**src/rtl/div.sv**
```systemverilog
// ============================================================================
// Module   : div
// Purpose  : Multicycle signed 32-bit restoring divider. Quotient -> lo,
//            remainder -> hi, one quotient bit per clock.
// Revision : 1.0
// ============================================================================
`default_nettype none

module div (
  input  logic        clk,
  input  logic        reset,
  input  logic [31:0] x,
  input  logic [31:0] y,
  input  logic        div_control,
  output logic [31:0] hi,
  output logic [31:0] lo,
  output logic        operando,
  output logic        done,
  output logic        div_zero
);

  typedef enum logic [1:0] {
    IDLE   = 2'd0,
    RUN    = 2'd1,
    FINISH = 2'd2
  } state_t;

  state_t      state_q;
  logic [31:0] rem_q;
  logic [31:0] quo_q;
  logic [31:0] dvs_q;
  logic [5:0]  cnt_q;
  logic        neg_q_q;
  logic        neg_r_q;
  logic        zero_q;
  logic [31:0] hi_q;
  logic [31:0] lo_q;
  logic        busy_q;
  logic        done_q;
  logic        divz_q;

  logic [31:0] abs_x;
  logic [31:0] abs_y;
  logic [31:0] rem_sh;
  logic [32:0] trial;
  logic [31:0] rem_d;
  logic [31:0] quo_d;

  assign abs_x  = x[31] ? (~x + 32'd1) : x;
  assign abs_y  = y[31] ? (~y + 32'd1) : y;

  // Shifted partial remainder; it never exceeds 32 bits because R < D <= 2^31.
  assign rem_sh = {rem_q[30:0], quo_q[31]};
  assign trial  = {1'b0, rem_sh} - {1'b0, dvs_q};
  assign rem_d  = trial[32] ? rem_sh : trial[31:0];
  assign quo_d  = {quo_q[30:0], ~trial[32]};

  always_ff @(posedge clk or negedge reset) begin
    if (!reset) begin
      state_q <= IDLE;
      rem_q   <= 32'd0;
      quo_q   <= 32'd0;
      dvs_q   <= 32'd0;
      cnt_q   <= 6'd0;
      neg_q_q <= 1'b0;
      neg_r_q <= 1'b0;
      zero_q  <= 1'b0;
      hi_q    <= 32'd0;
      lo_q    <= 32'd0;
      busy_q  <= 1'b0;
      done_q  <= 1'b0;
      divz_q  <= 1'b0;
    end else begin
      done_q <= 1'b0;
      case (state_q)
        IDLE: begin
          if (div_control) begin
            rem_q   <= 32'd0;
            quo_q   <= abs_x;
            dvs_q   <= abs_y;
            neg_q_q <= x[31] ^ y[31];
            neg_r_q <= x[31];
            cnt_q   <= 6'd32;
            busy_q  <= 1'b1;
            divz_q  <= 1'b0;
            zero_q  <= (y == 32'd0);
            state_q <= (y == 32'd0) ? FINISH : RUN;
          end
        end
        RUN: begin
          rem_q <= rem_d;
          quo_q <= quo_d;
          cnt_q <= cnt_q - 6'd1;
          if (cnt_q == 6'd1) begin
            state_q <= FINISH;
          end
        end
        FINISH: begin
          // On divide-by-zero quo_q still holds |x|, so the sign fix-up restores x.
          if (zero_q) begin
            lo_q   <= 32'hFFFF_FFFF;
            hi_q   <= neg_r_q ? (~quo_q + 32'd1) : quo_q;
            divz_q <= 1'b1;
          end else begin
            lo_q   <= neg_q_q ? (~quo_q + 32'd1) : quo_q;
            hi_q   <= neg_r_q ? (~rem_q + 32'd1) : rem_q;
          end
          busy_q  <= 1'b0;
          done_q  <= 1'b1;
          state_q <= IDLE;
        end
        default: begin
          state_q <= IDLE;
        end
      endcase
    end
  end

  assign hi       = hi_q;
  assign lo       = lo_q;
  assign operando = busy_q;
  assign done     = done_q;
  assign div_zero = divz_q;

endmodule

`default_nettype wire

```
**config.mk**
```make
export PLATFORM = sky130hd
export DESIGN_NAME = div
export DESIGN_NICKNAME = d
export VERILOG_FILES = /design/src/rtl/div.sv
export SDC_FILE = /design/constraint.sdc
export NUM_CORES = 1
export LEC_CHECK = 0
export ABC_AREA = 1
export BUFFER_PORTS_ARGS = -buffer_cell sky130_fd_sc_hd__buf_4
export CELL_PAD_IN_SITES_DETAIL_PLACEMENT = 1
export CELL_PAD_IN_SITES_GLOBAL_PLACEMENT = 2
export CORE_MARGIN = 1
export CORE_UTILIZATION = 33
export DETAILED_ROUTE_END_ITERATION = 12
export MAX_ROUTING_LAYER = met4
export PLACE_DENSITY_LB_ADDON = 0.05
export SLEW_MARGIN = 30
export SYNTH_ARGS = -nofsm -noshare
export SYNTH_HDL_FRONTEND = slang
export SYNTH_SLANG_ARGS = --single-unit
```
**constraint.sdc**
```tcl
create_clock -name clk -period 2.7 [get_ports clk]
set_input_delay 0.405 -clock clk [delete_from_list [all_inputs] [get_ports clk]]
set_output_delay 0.405 -clock clk [all_outputs]
set_load 0.02 [all_outputs]
```
; Yosys cells after proc, flatten, opt, wreduce, memory -nomap -nowiden
; Cells that the tools add are included.
[word_totals]
register_bits = 174
input_bits = 67
output_inout_bits = 67
elab_cells = 64
[op_classes]
add_sub_neg = 6
n_eq_ne = 6
mux = 24
n_bitwise = 6
reduce_logical = 9
[op_table]
columns = cell, n
row1 = $mux W32, 10
row2 = $add A32 B1 Y32 const B, 4
row3 = $not A32 Y32, 4
row4 = $pmux W32 S2, 2
row5 = $sub A32 B32 Y33, 1
row6 = $logic_not A32 Y1, 1
row7 = $pmux W6 S2, 1
row8 = $reduce_and A2 Y1, 4
row9 = $eq A6 B1 Y1 const B, 1
row10 = $mux W2, 3
row11 = $mux W6, 1
row12 = $ne A2 B2 Y1 const B, 3
row13 = $sub A6 B1 Y6 const B, 1
row14 = $mux W1, 4
row15 = $pmux W1 S2, 2
row16 = $pmux W2 S2, 1
row17 = $reduce_bool A2 Y1, 2
row18 = $reduce_and A3 Y1, 1
row19 = $eq A2 B1 Y1 const B, 1
row20 = $eq A2 B2 Y1 const B, 1
row21 = $logic_not A2 Y1, 1
row22 = $not A1 Y1, 1
row23 = $xor A1 B1 Y1, 1

; Depth between registers and ports, before layout
; Gate-level depths: netlist (run 1).
[logic_depth]
depth_word = 5
mapped_depth = 17
mapped_depth_nobuf = 16

; Worst setup path before layout (run 1)
; OpenSTA, ideal clock, no wires.
[synth_path]
path_type = register to register
start = register quo_q[31]
end = register rem_q[18]
setup_time_ns = 0.117
arrival_time_ns = 2.012
t_required_ns = 2.583
slack_ns = 0.571
stages_incl_launch_ff = 15
path_buffers = 1
period_less_slack_ns = 2.129
path_cell_list = dfrtp_1 -> inv_1 -> ha_1 -> fa_1 -> nor2_1 -> o21ai_1 -> nand2_1 -> nand2_1 -> nand2_2 -> nand2_8 -> nand2_8 -> buf_12 -> nand3_2 -> nand3_1 -> nand2_1
[synth_between]
elab_chain_cells = 3
[synth_lines]
columns = element, line
row1 = from (decl), 30  ; logic [31:0] quo_q;
row2 = from (signal assigned), 79  ; quo_q <= abs_x;
row3 = from (signal assigned), 92  ; quo_q <= quo_d;
row4 = $sub A32 B32 Y33, 54  ; assign trial = {1'b0, rem_sh} - {1'b0, dvs_q};
row5 = $mux W32, 55  ; assign rem_d = trial[32] ? rem_sh : trial[31:0];
row6 = $pmux W32 S2, 75  ; case (state_q)
row7 = to (signal assigned), 91  ; rem_q <= rem_d;
row8 = to (decl), 29  ; logic [31:0] rem_q;
; Every way passes these cells.
; A chain may end at the register's enable or synchronous reset.

; Final worst setup path (run 1)
[layout_path]
start = register quo_q[31]
end = register rem_q[0]
[layout_between]
elab_chain_cells = 3
[layout_lines]
columns = element, line
row1 = $sub A32 B32 Y33, 54
row2 = $mux W32 *, 55
row3 = $pmux W32 S2 *, 75
; Every way passes the cells marked *; elsewhere a longest branch is shown, timed or not.

==> metrics, run 1 <==
number of synthesized flops with an enable pin=0; worst path required time=3070 ps; CP max FO=27; clk buf depth=2; gr usage total=0.279; Final setup viols=0; CTS root buffer=clkbuf_16; Worst path slowest cell=dfrtp_1; post-DP HPWL=47.0 mm; DRT antenna net count=0; CP max stage delay=430 ps; worst slew pin tran=900 ps; Peak Freq=398 MHz; YS warnings=0; Die Y=208 um; area grow syn2layout=17.3%; TritonCTS buffer count=17; relative slew slack=0.400; Most used DFF post-synth=dfrtp_1; crit path DAT=2880 ps; reg2reg start=quo_q[31]; commonest cells after routing, fill and taps aside=nand2_1, inv_1, nor2_1; final wirelength=57.8 mm; die area=43200 um2; Initial Utilization=0.334; cells after synthesis=2206; Worst setup SP type=flop; via count=15000; number of port buffers=133; critical-path cell list=inv_1 > ha_1 > fa_2 > nor2_1 > o21ai_1 > nand2_1 > nand2_1 > nand2_2 > nand2_8 > buf_4 > nand3_1 > nand3_1 > o21ai_1; hold path depth=3; GRT Residual Overflow=0; vias in the first global route=15300; r2r worst-path depth=13; total iterations of the first detailed-routing run=5; critical path startpoint=quo_q[31]; #FFs+latches synth=174; initial antenna violation count=1; Buf+Inv Stages, Crit Path=2; synthesized area per cell=6.34 um2; Clock Skews=10.1 ps; commonest non-fill, non-tap cell in the layout=nand2_1; Via density=5.20; core box area=41900 um2; Post-CTS Setup Inserts=0; final worst path period share=0.931; Skew-Pair Late Insertion Delay=450 ps; synth unique cells=48; CTS tree=yes; Max-Cap Viols=0; Final Hold Slack=264 ps; Slew Viols, Final=0; worst hold path class=in2reg; critical path class=reg2reg; RR Endpoint=rem_q[0]; Setup crit end kind=flop; Worst Setup Slack, final=186 ps; # rows=75; status=finished, final reports clean; Worst-path clk slew=70 ps; mean routed wirelength per cell=20.0 um; Core Util, Final=0.392; # IOs=134; Power per Cell Area=1230 nW/um2; Residual DRC=0; post-synthesis sequential area ratio=0.311; flop2flop setup slack=190 ps; post-route setup TNS=0 ps; Async SR Flop Fraction=1.00; n_diodes=0; Worst Setup EP=rem_q[0]; CTS sink cnt=174; synthesized net count=2313; Detailed Route Iter0 Violations=927; final hold violations=0; Die Wd=208 um; Post-Synthesis Cell Area=14000 um2; Max VDD drop=0.000539 V; Place WS=80.3 ps; top cell family by delay on the critical path=simple AND/OR/NAND/NOR gates; static leakage power=8.50 nW; pin count of the biggest net entering global routing=78; first-pass GRT wire length=89.9 mm; nets=2440; # H-tree levels=4; final worst path period need=2510 ps; fraction of layout cells with a size suffix above 1=0.116; RD Place Congestion=0.931; RSZ-0062 raised after global routing=no; CP Depth=13
==> layout make-up <==
type | count | area, um2
fill | 5528 | 25400
clock buffer | 17 | 425
sequential | 174 | 4350
timing repair buffer | 187 | 1450
tap | 539 | 674
multi-input combinational | 1654 | 8170
inverter | 299 | 1120
clock inverter | 15 | 220
==> registers in the layout, summed over array words and instances (netlist names), 2 cells and up <==
| name | cells |
|---|---|
| quo_q | 32 |
| rem_q | 32 |
| lo | 32 |
| hi | 32 |
| state_q | 2 |
| dvs_q | 32 |
| cnt_q | 6 |
==> repair_timing <==
item                       in CTS  in global routing
setup endpoints to repair       0                 16
hold endpoints to repair       46                  0
resized for setup               0                  1
hold buffers                    1                  0
==> tightest hold or removal path, stage by stage <==
cell and delay (ps):
buf_4 120, nand2_1 60, a31oi_1 90
==> how the worst min path moves through the flow <==
stage	to	slack [ps]	start
2_1_floorplan	cnt_q[0]	110	reset
3_3_place_gp	rem_q[4]	400	reset
3_5_place_dp	rem_q[5]	400	reset
4_1_cts	quo_q[26]	250	x[26]
5_1_grt	dvs_q[24]	270	y[24]
6_report	dvs_q[14]	260	y[14]
==> through the flow <==
stage | total power [mW] | cells | instance area (um2)
finish | 20.2 | 2885 | 16400
global placement | 17.2 | 2851 | 15700
CTS | 20.2 | 2884 | 16400
floorplan | 12.9 | 2206 | 14000
global route | 21.9 | 2885 | 16400
detailed placement | 17.4 | 2851 | 15700
==> cell usage after synthesis (all sizes together), types with 28 or more instances <==
cell type  instances  area share
a21oi            136       0.050
a22oi             28       0.015
clkbuf            55       0.015
dfrtp            174        0.31
ha                39       0.035
inv              299       0.080
nand2            643        0.18
nand3            230       0.087
nand4             28       0.013
nor2             256       0.071
o21ai            136       0.049
xor2              43       0.027
==> report_power, final <==
part           total [mW]  switching, mW  internal, mW
sequential           4.57           1.16          3.41
combinational        12.9           8.70          4.17
clock                2.76           1.18          1.58
==> metal layers <==
metal	wire, um	vias up	share of wire	global-route usage
li1	-	7345	-	-
met1	29300	7290	0.51	0.399
met2	25300	311	0.44	0.418
met3	2320	54	0.040	0.0322
met4	919	0	0.016	0.0639
met5	0	-	0	-
==> kinds of logic (layout without fill, tap and decap cells) <==
logic type	after synthesis	in the layout	share of synthesized area
mux	1	1	0.000715
xor+xnor	61	61	0.0382
compound gates	352	352	0.141
buf+inv	379	518	0.107
fa+ha+maj	40	40	0.0363
simple gates	1199	1200	0.366
flops	174	174	0.311
Power figures use the tool's default switching activity.
==> run 2, diff against run 1 <==
- CORE_MARGIN: 1 -> 2
==> run 2 against run 1 <==
  * Cell count down 0.24%
  * Combinational power about the same
  * Sequential share of layout area up 0.17 points
  * Critical path depth down 1
  * Flip-flop and latch count unchanged
  * Via count about the same
  * Maximum frequency down 0.55%
  * Non-clock buffer count down 5
  * Global-route usage down 0.20 points
  * Hold slack worse by 25 ps
==> metrics, run 2 (same netlist as run 1, synthesis figures left out) <==
status=finished, final reports clean; Worst-path clk slew=70 ps (about the same); CP max FO=33 (+22%); critical path class=reg2reg; Max-Cap Viols=0 (unchanged); die area=44100 um2 (+1.9%); final wirelength=58.5 mm (+1.2%); Final setup viols=0 (unchanged); Die Wd=210 um (+0.96%); Setup crit end kind=flop; Detailed Route Iter0 Violations=833 (-10%); Final Hold Slack=239 ps (-25.4 ps); pin count of the biggest net entering global routing=78 (unchanged); worst hold path class=in2reg; Place WS=162 ps (+81.7 ps); hold path depth=4 (+1); worst slew pin tran=930 ps (+29.5 ps); via count=15000 (-0.027%); # IOs=134 (unchanged); RD Place Congestion=0.910 (-2.3%); # H-tree levels=4 (unchanged); Clock Skews=9.71 ps (-0.420 ps); Worst Setup Slack, final=172 ps (-13.9 ps); static leakage power=8.45 nW (-0.67%); mean routed wirelength per cell=20.3 um (+1.5%); dpl cells=2846 (-0.18%); commonest non-fill, non-tap cell in the layout=nand2_1; final hold violations=0 (unchanged); Slew Viols, Final=0 (unchanged); Initial Utilization=0.334 (unchanged); gr usage total=0.277 (-0.00202); final worst path period need=2530 ps (+13.9 ps); vias in the first global route=15100 (-1.3%); fraction of layout cells with a size suffix above 1=0.112 (-0.00393); Residual DRC=0 (unchanged); Skew-Pair Late Insertion Delay=460 ps (about the same); r2r worst-path depth=12 (-1); CTS tree=yes; post-route setup TNS=0 ps (unchanged); reg2reg start=dvs_q[0]; Power per Cell Area=1210 nW/um2 (-1.4%); Post-CTS Setup Inserts=0 (unchanged); Via density=5.21 (+0.22%); RR Endpoint=rem_q[17]; Max VDD drop=0.000557 V (+3.3%); CTS Hold Bufs=1 (unchanged); GRT Residual Overflow=0 (unchanged); post-CTS sizing=0 (unchanged); Non-Filler Instances=2878 (-0.24%); nets=2434 (-0.25%); number of port buffers=133 (unchanged); relative slew slack=0.379 (-0.0203); total iterations of the first detailed-routing run=8 (+3); Worst setup SP type=flop; CTS sink cnt=174 (unchanged); post-DP HPWL=47.2 mm (+0.39%); area grow syn2layout=16.6%; RSZ-0062 raised after global routing=no; n_diodes=0 (unchanged); # rows=75 (unchanged); first-pass GRT wire length=89.8 mm (about the same); CTS root buffer=clkbuf_16; flop2flop setup slack=170 ps (about the same); min-delay src=x[30]; DRT antenna net count=0 (unchanged); commonest cells after routing, fill and taps aside=nand2_1, inv_1, nor2_1; hold-critical path endpoint=quo_q[30]; worst path required time=3050 ps (-20 ps); initial antenna violation count=3 (+2); final worst path period share=0.936 (+0.00514); clk buf depth=2 (unchanged); TritonCTS buffer count=17 (unchanged); crit path DAT=2870 ps (about the same); Peak Freq=396 MHz (-0.55%); Die Y=210 um (+0.96%); core box area=41900 um2 (unchanged)
## run 2: changes by cell type in the layout (fill, tap and decap cells not counted), moves of 2 or more
| cell | previous run | this run |
|---|---|---|
| buf_4 | 182 | 174 |
| buf_12 | 3 | 6 |
| bufinv_16 | 4 | 1 |
| inv_8 | 3 | 1 |
| clkinv_2 | 0 | 2 |
| inv_6 | 5 | 3 |
| clkbuf_1 | 0 | 2 |
## run 2: metrics by stage
stage | area (um2) | power (mW) | util
6_report | 16300 | 19.8 | 0.390
2_1_floorplan | 14000 | 12.9 | -
3_5_place_dp | 15700 | 17.3 | 0.376
3_3_place_gp | 15700 | 17.1 | 0.376
5_1_grt | 16300 | 21.6 | 0.390
4_1_cts | 16300 | 19.8 | 0.390
## run 2: power by group
part           switching [mW]  leakage [nW]  internal (mW)
registers                1.11          2.18           3.42
logic                    8.72          6.00           4.12
clock network            1.15         0.265           1.30
total                    11.0          8.45           8.83
## run 2: layout make-up
| type | count | area [um2] |
|---|---|---|
| Clock buffer | 20 | 447 |
| Multi-Input combinational cell | 1653 | 8160 |
| Inverter | 299 | 1120 |
| Tap cell | 539 | 674 |
| Timing Repair Buffer | 182 | 1450 |
| Sequential cell | 174 | 4350 |
| Clock inverter | 11 | 109 |
| Fill cell | 5496 | 25500 |
## run 2: worst max path at each step
stage                   start         to  slack (ps)  depth (start not counted)
global route        quo_q[31]  rem_q[24]           4                         14
floorplan           quo_q[31]  rem_q[18]         570                         14
global placement    quo_q[31]  rem_q[23]         210                         14
CTS                  dvs_q[0]  rem_q[19]         140                         12
finish               dvs_q[0]  rem_q[17]         170                         12
detailed placement   dvs_q[0]  rem_q[19]         160                         12
## run 2: per-layer routing
layer | track usage | up-vias | share of wire
met2 | 0.422 | 277 | 0.44
met5 | - | - | 0
met4 | 0.0619 | 0 | 0.015
met1 | 0.391 | 7323 | 0.51
met3 | 0.0340 | 41 | 0.037
li1 | - | 7355 | -
## run 2: critical path, cell delays in order, from the launching register on
cell,delay [ps]
dfrtp_1,410
ha_1,210
fa_1,450
nor2_1,170
o21ai_1,90
nand2_1,100
nand2_1,90
nand2_2,140
nand2_8,120
nand2_8,260
nand3_2,170
nand3_1,100
nand2_1,60
